### src/rtl/cpa_seq_pkg.sv
// Shared types and constants for the multi-precision add/subtract sequencer.
package cpa_seq_pkg;

    typedef enum logic [1:0] {
        IDLE = 2'd0,
        RUN  = 2'd1,
        DONE = 2'd2
    } state_t;

    localparam logic OP_ADD = 1'b0;
    localparam logic OP_SUB = 1'b1;

endpackage

### src/rtl/cpa_word_add.sv
// One-limb carry-propagate adder; kept separate so a faster adder can drop in.
module cpa_word_add #(
    parameter int WORD_LEN = 16
) (
    input  logic [WORD_LEN-1:0] a,
    input  logic [WORD_LEN-1:0] b,
    input  logic                cin,
    output logic [WORD_LEN-1:0] sum,
    output logic                cout
);

    assign {cout, sum} = {1'b0, a} + {1'b0, b} + {{WORD_LEN{1'b0}}, cin};

endmodule

### src/rtl/cpa_mp_sequencer.sv
// Wide add/subtract built from one narrow limb adder, one limb per cycle.
//   state | meaning
//   IDLE  | ready for a new operand pair
//   RUN   | adding limb cnt_q, carry chained through carry_q
//   DONE  | result presented, waiting for out_ready
module cpa_mp_sequencer
    import cpa_seq_pkg::*;
#(
    parameter int WORD_LEN  = 16,
    parameter int NUM_WORDS = 4
) (
    input  logic                            clk,
    input  logic                            reset,
    input  logic                            in_valid,
    output logic                            in_ready,
    input  logic [NUM_WORDS*WORD_LEN-1:0]   in_a,
    input  logic [NUM_WORDS*WORD_LEN-1:0]   in_b,
    input  logic                            in_sub,
    output logic                            out_valid,
    input  logic                            out_ready,
    output logic [NUM_WORDS*WORD_LEN:0]     out_sum
);

    localparam int W  = NUM_WORDS * WORD_LEN;
    localparam int CW = (NUM_WORDS > 1) ? $clog2(NUM_WORDS) : 1;
    localparam logic [CW-1:0] CNT_LAST = CW'(NUM_WORDS - 1);

    state_t                state, state_nxt;
    logic [W-1:0]          a_q, b_q, res_q;
    logic                  res_top_q;
    logic                  carry_q;
    logic [CW-1:0]         cnt_q;
    logic [WORD_LEN-1:0]   limb_sum;
    logic                  limb_cout;
    logic                  last_limb;

    cpa_word_add #(.WORD_LEN(WORD_LEN)) u_word_add (
        .a    (a_q[WORD_LEN-1:0]),
        .b    (b_q[WORD_LEN-1:0]),
        .cin  (carry_q),
        .sum  (limb_sum),
        .cout (limb_cout)
    );

    assign last_limb = (cnt_q == CNT_LAST);
    assign out_sum   = {res_top_q, res_q};

    always_comb begin
        state_nxt = state;
        in_ready  = 1'b0;
        out_valid = 1'b0;
        case (state)
            IDLE: begin
                in_ready = ~reset;
                if (in_valid) state_nxt = RUN;
            end
            RUN: begin
                if (last_limb) state_nxt = DONE;
            end
            DONE: begin
                out_valid = 1'b1;
                if (out_ready) state_nxt = IDLE;
            end
            default: state_nxt = IDLE;
        endcase
    end

    always_ff @(posedge clk) begin
        if (reset) begin
            state     <= IDLE;
            a_q       <= '0;
            b_q       <= '0;
            res_q     <= '0;
            res_top_q <= 1'b0;
            carry_q   <= 1'b0;
            cnt_q     <= '0;
        end else begin
            state <= state_nxt;
            case (state)
                IDLE: begin
                    if (in_valid) begin
                        a_q     <= in_a;
                        // Subtract as A + ~B + 1: the +1 rides in on the first carry.
                        b_q     <= (in_sub == OP_SUB) ? ~in_b : in_b;
                        carry_q <= in_sub;
                        cnt_q   <= '0;
                    end
                end
                RUN: begin
                    a_q     <= a_q >> WORD_LEN;
                    b_q     <= b_q >> WORD_LEN;
                    res_q   <= (res_q >> WORD_LEN) | (W'(limb_sum) << (W - WORD_LEN));
                    carry_q <= limb_cout;
                    if (last_limb) begin
                        cnt_q     <= '0;
                        res_top_q <= limb_cout;
                    end else begin
                        cnt_q <= cnt_q + 1'b1;
                    end
                end
                default: ;
            endcase
        end
    end

endmodule
### config.mk
export PLATFORM = sky130hd
export DESIGN_NAME = cpa_mp_sequencer
export DESIGN_NICKNAME = d
export VERILOG_FILES = /design/src/rtl/cpa_seq_pkg.sv /design/src/rtl/cpa_word_add.sv /design/src/rtl/cpa_mp_sequencer.sv
export SDC_FILE = /design/constraint.sdc
export NUM_CORES = 1
export LEC_CHECK = 0
export CORE_ASPECT_RATIO = 1.1
export CORE_MARGIN = 4
export CORE_UTILIZATION = 46
export DETAILED_ROUTE_END_ITERATION = 8
export DONT_BUFFER_PORTS = 1
export SETUP_SLACK_MARGIN = 0.02
export SYNTH_ARGS = -nofsm -noshare
export SYNTH_HDL_FRONTEND = slang
export SYNTH_HIERARCHICAL = 1
export SYNTH_SLANG_ARGS = --single-unit
### constraint.sdc
create_clock -name clk -period 2.7 [get_ports clk]
set_clock_uncertainty 0.2 [all_clocks]
set_input_delay 0 -clock clk [delete_from_list [all_inputs] [get_ports clk]]
set_output_delay 0 -clock clk [all_outputs]
set_load 0.03 [all_outputs]
==> results.md, run 1 <==
* Post-CTS sizing at 4
* Exit stage: clock tree synthesis (4_1_cts)
* Top-count cell post-synth: dfxtp_1
* Run Error: [ERROR RSZ-0060] Max buffer count reached.
* Yosys Warn Count at 6
* Chip Height at 155 microns
* Num CTS Buffers at 17
* Die extent in x at 142 microns
* Num Clock Sinks at 198
* Syn Nets at 1214
* DP HPWL at 15800 microns
* CTS root buffer: clkbuf_16
* Sequential share of the synthesized area at 0.438
* Synth Instances at 1063
* Synth cell count leaders: 198 x dfxtp_1, 139 x nand2_1, 136 x nor2_1, 126 x a21oi_1, 67 x xnor2_1
* FFs w/ async S/R, synth at 0
* H-tree depth at 4
* Synth area leader: dfxtp_1
* Avg Cell Area, Syn at 8.51 sq um
* RePlAce Congestion at 0.831
* Setup bufs post-CTS at 4
* Cell variety after synth at 51
* Share of the synthesized area in the top cell type at 0.438
* Initial Util at 0.470
* Status: did not finish
* Io pins at 200
* Post-synth EDFFs at 0
* Synth Register Bits at 198
* I/O Buffers at 0
* Clock buffer depth at 2
* CTS Hold Bufs at 258
* # rows at 53
* Cell Area, Synth at 9040 sq um
* Main synth FF type: dfxtp_1
* Synth area leaders: dfxtp_1 44%, a21oi_1 7.0%, xnor2_1 6.5%
metrics by stage:
step                std cells  utilization  setup slack [ns]  cell area (sq um)
detailed placement       1246        0.478            -0.187               9190
global placement         1246        0.478            -0.129               9190
floorplan                1063            -           -0.0751               9050
cells by family after synthesis:
| family | Yosys count | share of synthesized area |
|---|---|---|
| adder cells (fa/ha/maj) | 18 | 0.0266 |
| flip-flops | 198 | 0.438 |
| XOR/XNOR | 77 | 0.0746 |
| AND/OR/NAND/NOR | 444 | 0.240 |
| AO/OA/AOI/OAI | 235 | 0.175 |
| buffers and inverters | 90 | 0.0447 |
| multiplexers | 1 | 0.00111 |
==> inputs of run 2 (changes only) <==
--- a/config.mk
+++ b/config.mk
@@ -5,12 +5,11 @@
 export SDC_FILE = /design/constraint.sdc
 export NUM_CORES = 1
 export LEC_CHECK = 0
-export CORE_ASPECT_RATIO = 1.1
 export CORE_MARGIN = 4
-export CORE_UTILIZATION = 46
+export CORE_UTILIZATION = 31
 export DETAILED_ROUTE_END_ITERATION = 8
 export DONT_BUFFER_PORTS = 1
-export SETUP_SLACK_MARGIN = 0.02
+export PLACE_DENSITY_LB_ADDON = 0.15
 export SYNTH_ARGS = -nofsm -noshare
 export SYNTH_HDL_FRONTEND = slang
 export SYNTH_HIERARCHICAL = 1
==> constraint.sdc (replaced) <==
create_clock -name clk -period 3.5 [get_ports clk]
set_clock_uncertainty 0.2 [all_clocks]
set_input_delay 0 -clock clk [delete_from_list [all_inputs] [get_ports clk]]
set_output_delay 0 -clock clk [all_outputs]
set_load 0.03 [all_outputs]
==> results.md, run 2 <==
* Status: completed
* N_diodes at 0
* Hold path depth at 3
* Post-route DRC at 0
* Final nets at 1375
* Max cap viols at 0
* Worst r2r path cells at 10
* Critical path arrival at 3.23 ns
* Setup bufs post-CTS at 0 (-4)
* Worst flop-to-flop path endpoint: carry_q$_SDFFE_PP0P_
* Gr usage total at 0.172
* Hold path start: in_a[58]
* Met2 GRT Util at 0.278
* Die extent in x at 179 microns (+26%)
* Dpl ws at 0.384 ns (+0.571 ns)
* Initial antenna violation count at 0
* Vias in the first global route at 7660
* Synth area leaders: dfxtp_1 44%, a21oi_1 7.0%, xnor2_1 6.5%
* Relative slew slack at 0.404
* Minimum clock period at 3.15 ns
* Global-route wire length before repair at 43600 microns
* Synth area leader: dfxtp_1
* F_max at 317 MHz
* Synth Register Bits at 198 (unchanged)
* Hold endpoint: a_q[58]$_SDFFE_PP0P_
* Critical R2R Launch: a_q[0]$_SDFFE_PP0P_
* Area growth syn-to-layout at 33.3%
* Initial Util at 0.315 (-0.155)
* Cell Area, Synth at 9040 sq um (unchanged)
* Cell variety after synth at 51 (unchanged)
* Detail Route Antenna Nets at 0
* Max-slew violations at 0
* Highest-count cells in the layout ignoring fill and taps: 216 x dlygate4sd3_1, 196 x dfxtp_1, 139 x nand2_1
* Core area at 28700 sq um
* Largest net degree at the start of global routing at 137
* Hold WC Path Type: in2reg
* Finished Core Util at 0.420
* Num Clock Sinks at 198 (unchanged)
* Final hold slack at 0.0546 ns
* Clock buffer depth at 2 (unchanged)
* I/O Buffers at 0 (unchanged)
* Synth cell count leaders: 198 x dfxtp_1, 139 x nand2_1, 136 x nor2_1, 126 x a21oi_1, 67 x xnor2_1
* FFs w/ async S/R, synth at 0 (unchanged)
* Die Footprint at 32000 sq um
* Pwr dens at 456 nW/um^2
* Worst reg-to-reg setup slack at 0.35 ns
* Avg Cell Area, Syn at 8.51 sq um (unchanged)
* Final setup viols at 0
* # rows at 62 (+17%)
* Clock Latency Late Sink at 0.44 ns
* Unrepaired setup endpoints after global routing: false
* Largest registers: a_q (64), b_q (64), res_q (64)
* Syn Nets at 1214 (unchanged)
* Share of post-route cells with drive strength above 1 at 0.0891
* Area of the multi-input gates at 4700 sq um
* Worst Setup End Kind: flip-flop
* Num CTS Buffers at 17 (unchanged)
* Routed wire length at 27900 microns
* Total negative setup slack at 0 ns
* Share of the synthesized area in the top cell type at 0.438 (unchanged)
* Yosys Warn Count at 6 (unchanged)
* Worst vdd ir at 296 uV
* Commonest non-fill, non-tap cell in the layout: dlygate4sd3_1
* Main synth FF type: dfxtp_1
* Critical Path Fanout Max at 3
* Grt met3 use at 0.0466
* Chip Height at 179 microns (+15%)
* Io pins at 200 (unchanged)
* Seq. cell area at 3970 sq um
* Final worst slack at 0.349 ns
* Worst setup SP type: flip-flop
* CTS root buffer: clkbuf_16
* DRT iter0 DRCs at 450
* Synth Instances at 1063 (unchanged)
* DRT Pass-1 Iters at 4
* CTS tree: built
* Via count at 7787
* CP Class: reg2reg
* Leakage power figure at 4.51 nW
* Post-synth EDFFs at 0 (unchanged)
* # fillers at 2900
* GR peak layer: met2
* Met1 Use GR at 0.228
* CP required at 3.58 ns
* Slew @ Worst Pin at 0.888 ns
* WL per Instance at 17.2 microns
* RePlAce Congestion at 0.788 (-5.2%)
* Total grt overflow at 0
* Reg clk slew, reported paths at 0.09 ns
* Sequential share of the synthesized area at 0.438 (unchanged)
* Fin. Hold Viols at 0
* Routed vias/inst at 4.81
* Final worst-path cycle share at 0.900
* DP HPWL at 17700 microns (+12%)
* H-tree depth at 4 (unchanged)
* Top-count cell post-synth: dfxtp_1
==> run 2: cell counts after synthesis <==
No cell type changed its count.
==> run 2: worst max-delay path by stage <==
stage	start	end	slack, ns
after floorplan	a_q[0]$_SDFFE_PP0P_	carry_q$_SDFFE_PP0P_	0.54
after global placement	a_q[0]$_SDFFE_PP0P_	carry_q$_SDFFE_PP0P_	0.40
after detailed placement	a_q[0]$_SDFFE_PP0P_	carry_q$_SDFFE_PP0P_	0.38
after CTS	a_q[0]$_SDFFE_PP0P_	carry_q$_SDFFE_PP0P_	0.33
after global routing	state[0]$_SDFFE_PP0P_	a_q[16]$_SDFFE_PP0P_	0.22
final	a_q[0]$_SDFFE_PP0P_	carry_q$_SDFFE_PP0P_	0.35
==> run 2: layout make-up <==
class / count / area share
clock buffers: 17 / 0.0353
repair buffers: 231 / 0.193
flip-flops and latches: 198 / 0.329
inverters: 1 / 0.000311
clock inverters: 13 / 0.0118
multi-input cells: 775 / 0.390
well taps: 384 / 0.0399
==> run 2: metal layers <==
metal | wire length, microns | share of wire
met1 | 12400 | 0.44
met3 | 1940 | 0.070
met4 | 431 | 0.015
met2 | 13100 | 0.47
met5 | 0 | 0
==> run 2: cells by family (layout without fill, tap and decap cells) <==
| group | after synthesis | after routing | synth area share |
|---|---|---|---|
| buffers and inverters | 90 | 262 | 0.0447 |
| flip-flops | 198 | 198 | 0.438 |
| adder cells (fa/ha/maj) | 18 | 18 | 0.0266 |
| XOR/XNOR | 77 | 77 | 0.0746 |
| multiplexers | 1 | 1 | 0.00111 |
| AND/OR/NAND/NOR | 444 | 444 | 0.240 |
| AO/OA/AOI/OAI | 235 | 235 | 0.175 |
==> run 2: per-stage QoR <==
stage | power (mW) | cell area [sq um] | std cells
2_1_floorplan | 3.16 | 9040 | 1063
3_3_place_gp | 3.30 | 9250 | 1370
3_5_place_dp | 3.31 | 9250 | 1370
4_1_cts | 5.57 | 12000 | 1618
5_1_grt | 5.80 | 12100 | 1619
6_report | 5.49 | 12100 | 1619
==> run 2: what timing repair did <==
item,CTS,global route
hold endpoints to repair,199,1
hold buffers,218,1
gates resized for setup,0,0
==> run 2: report_power, final <==
| part | internal [mW] | total (mW) | leakage [nW] | switching [mW] |
|---|---|---|---|---|
| logic | 0.504 | 0.973 | 2.61 | 0.470 |
| clock network | 1.00 | 1.95 | 0.277 | 0.947 |
| registers | 2.41 | 2.57 | 1.62 | 0.166 |
==> run 2: critical path, stage by stage, from the launching register on <==
cell and delay, ns:
dfxtp_1 0.33, fa_1 0.46, fa_1 0.43, a21o_4 0.25, a311oi_2 0.30, nor3_1 0.10, or2_4 0.26, a311o_1 0.33
nand2b_1 0.15, a21oi_1 0.14, nor3_1 0.07
Power figures use the tool's default switching activity.
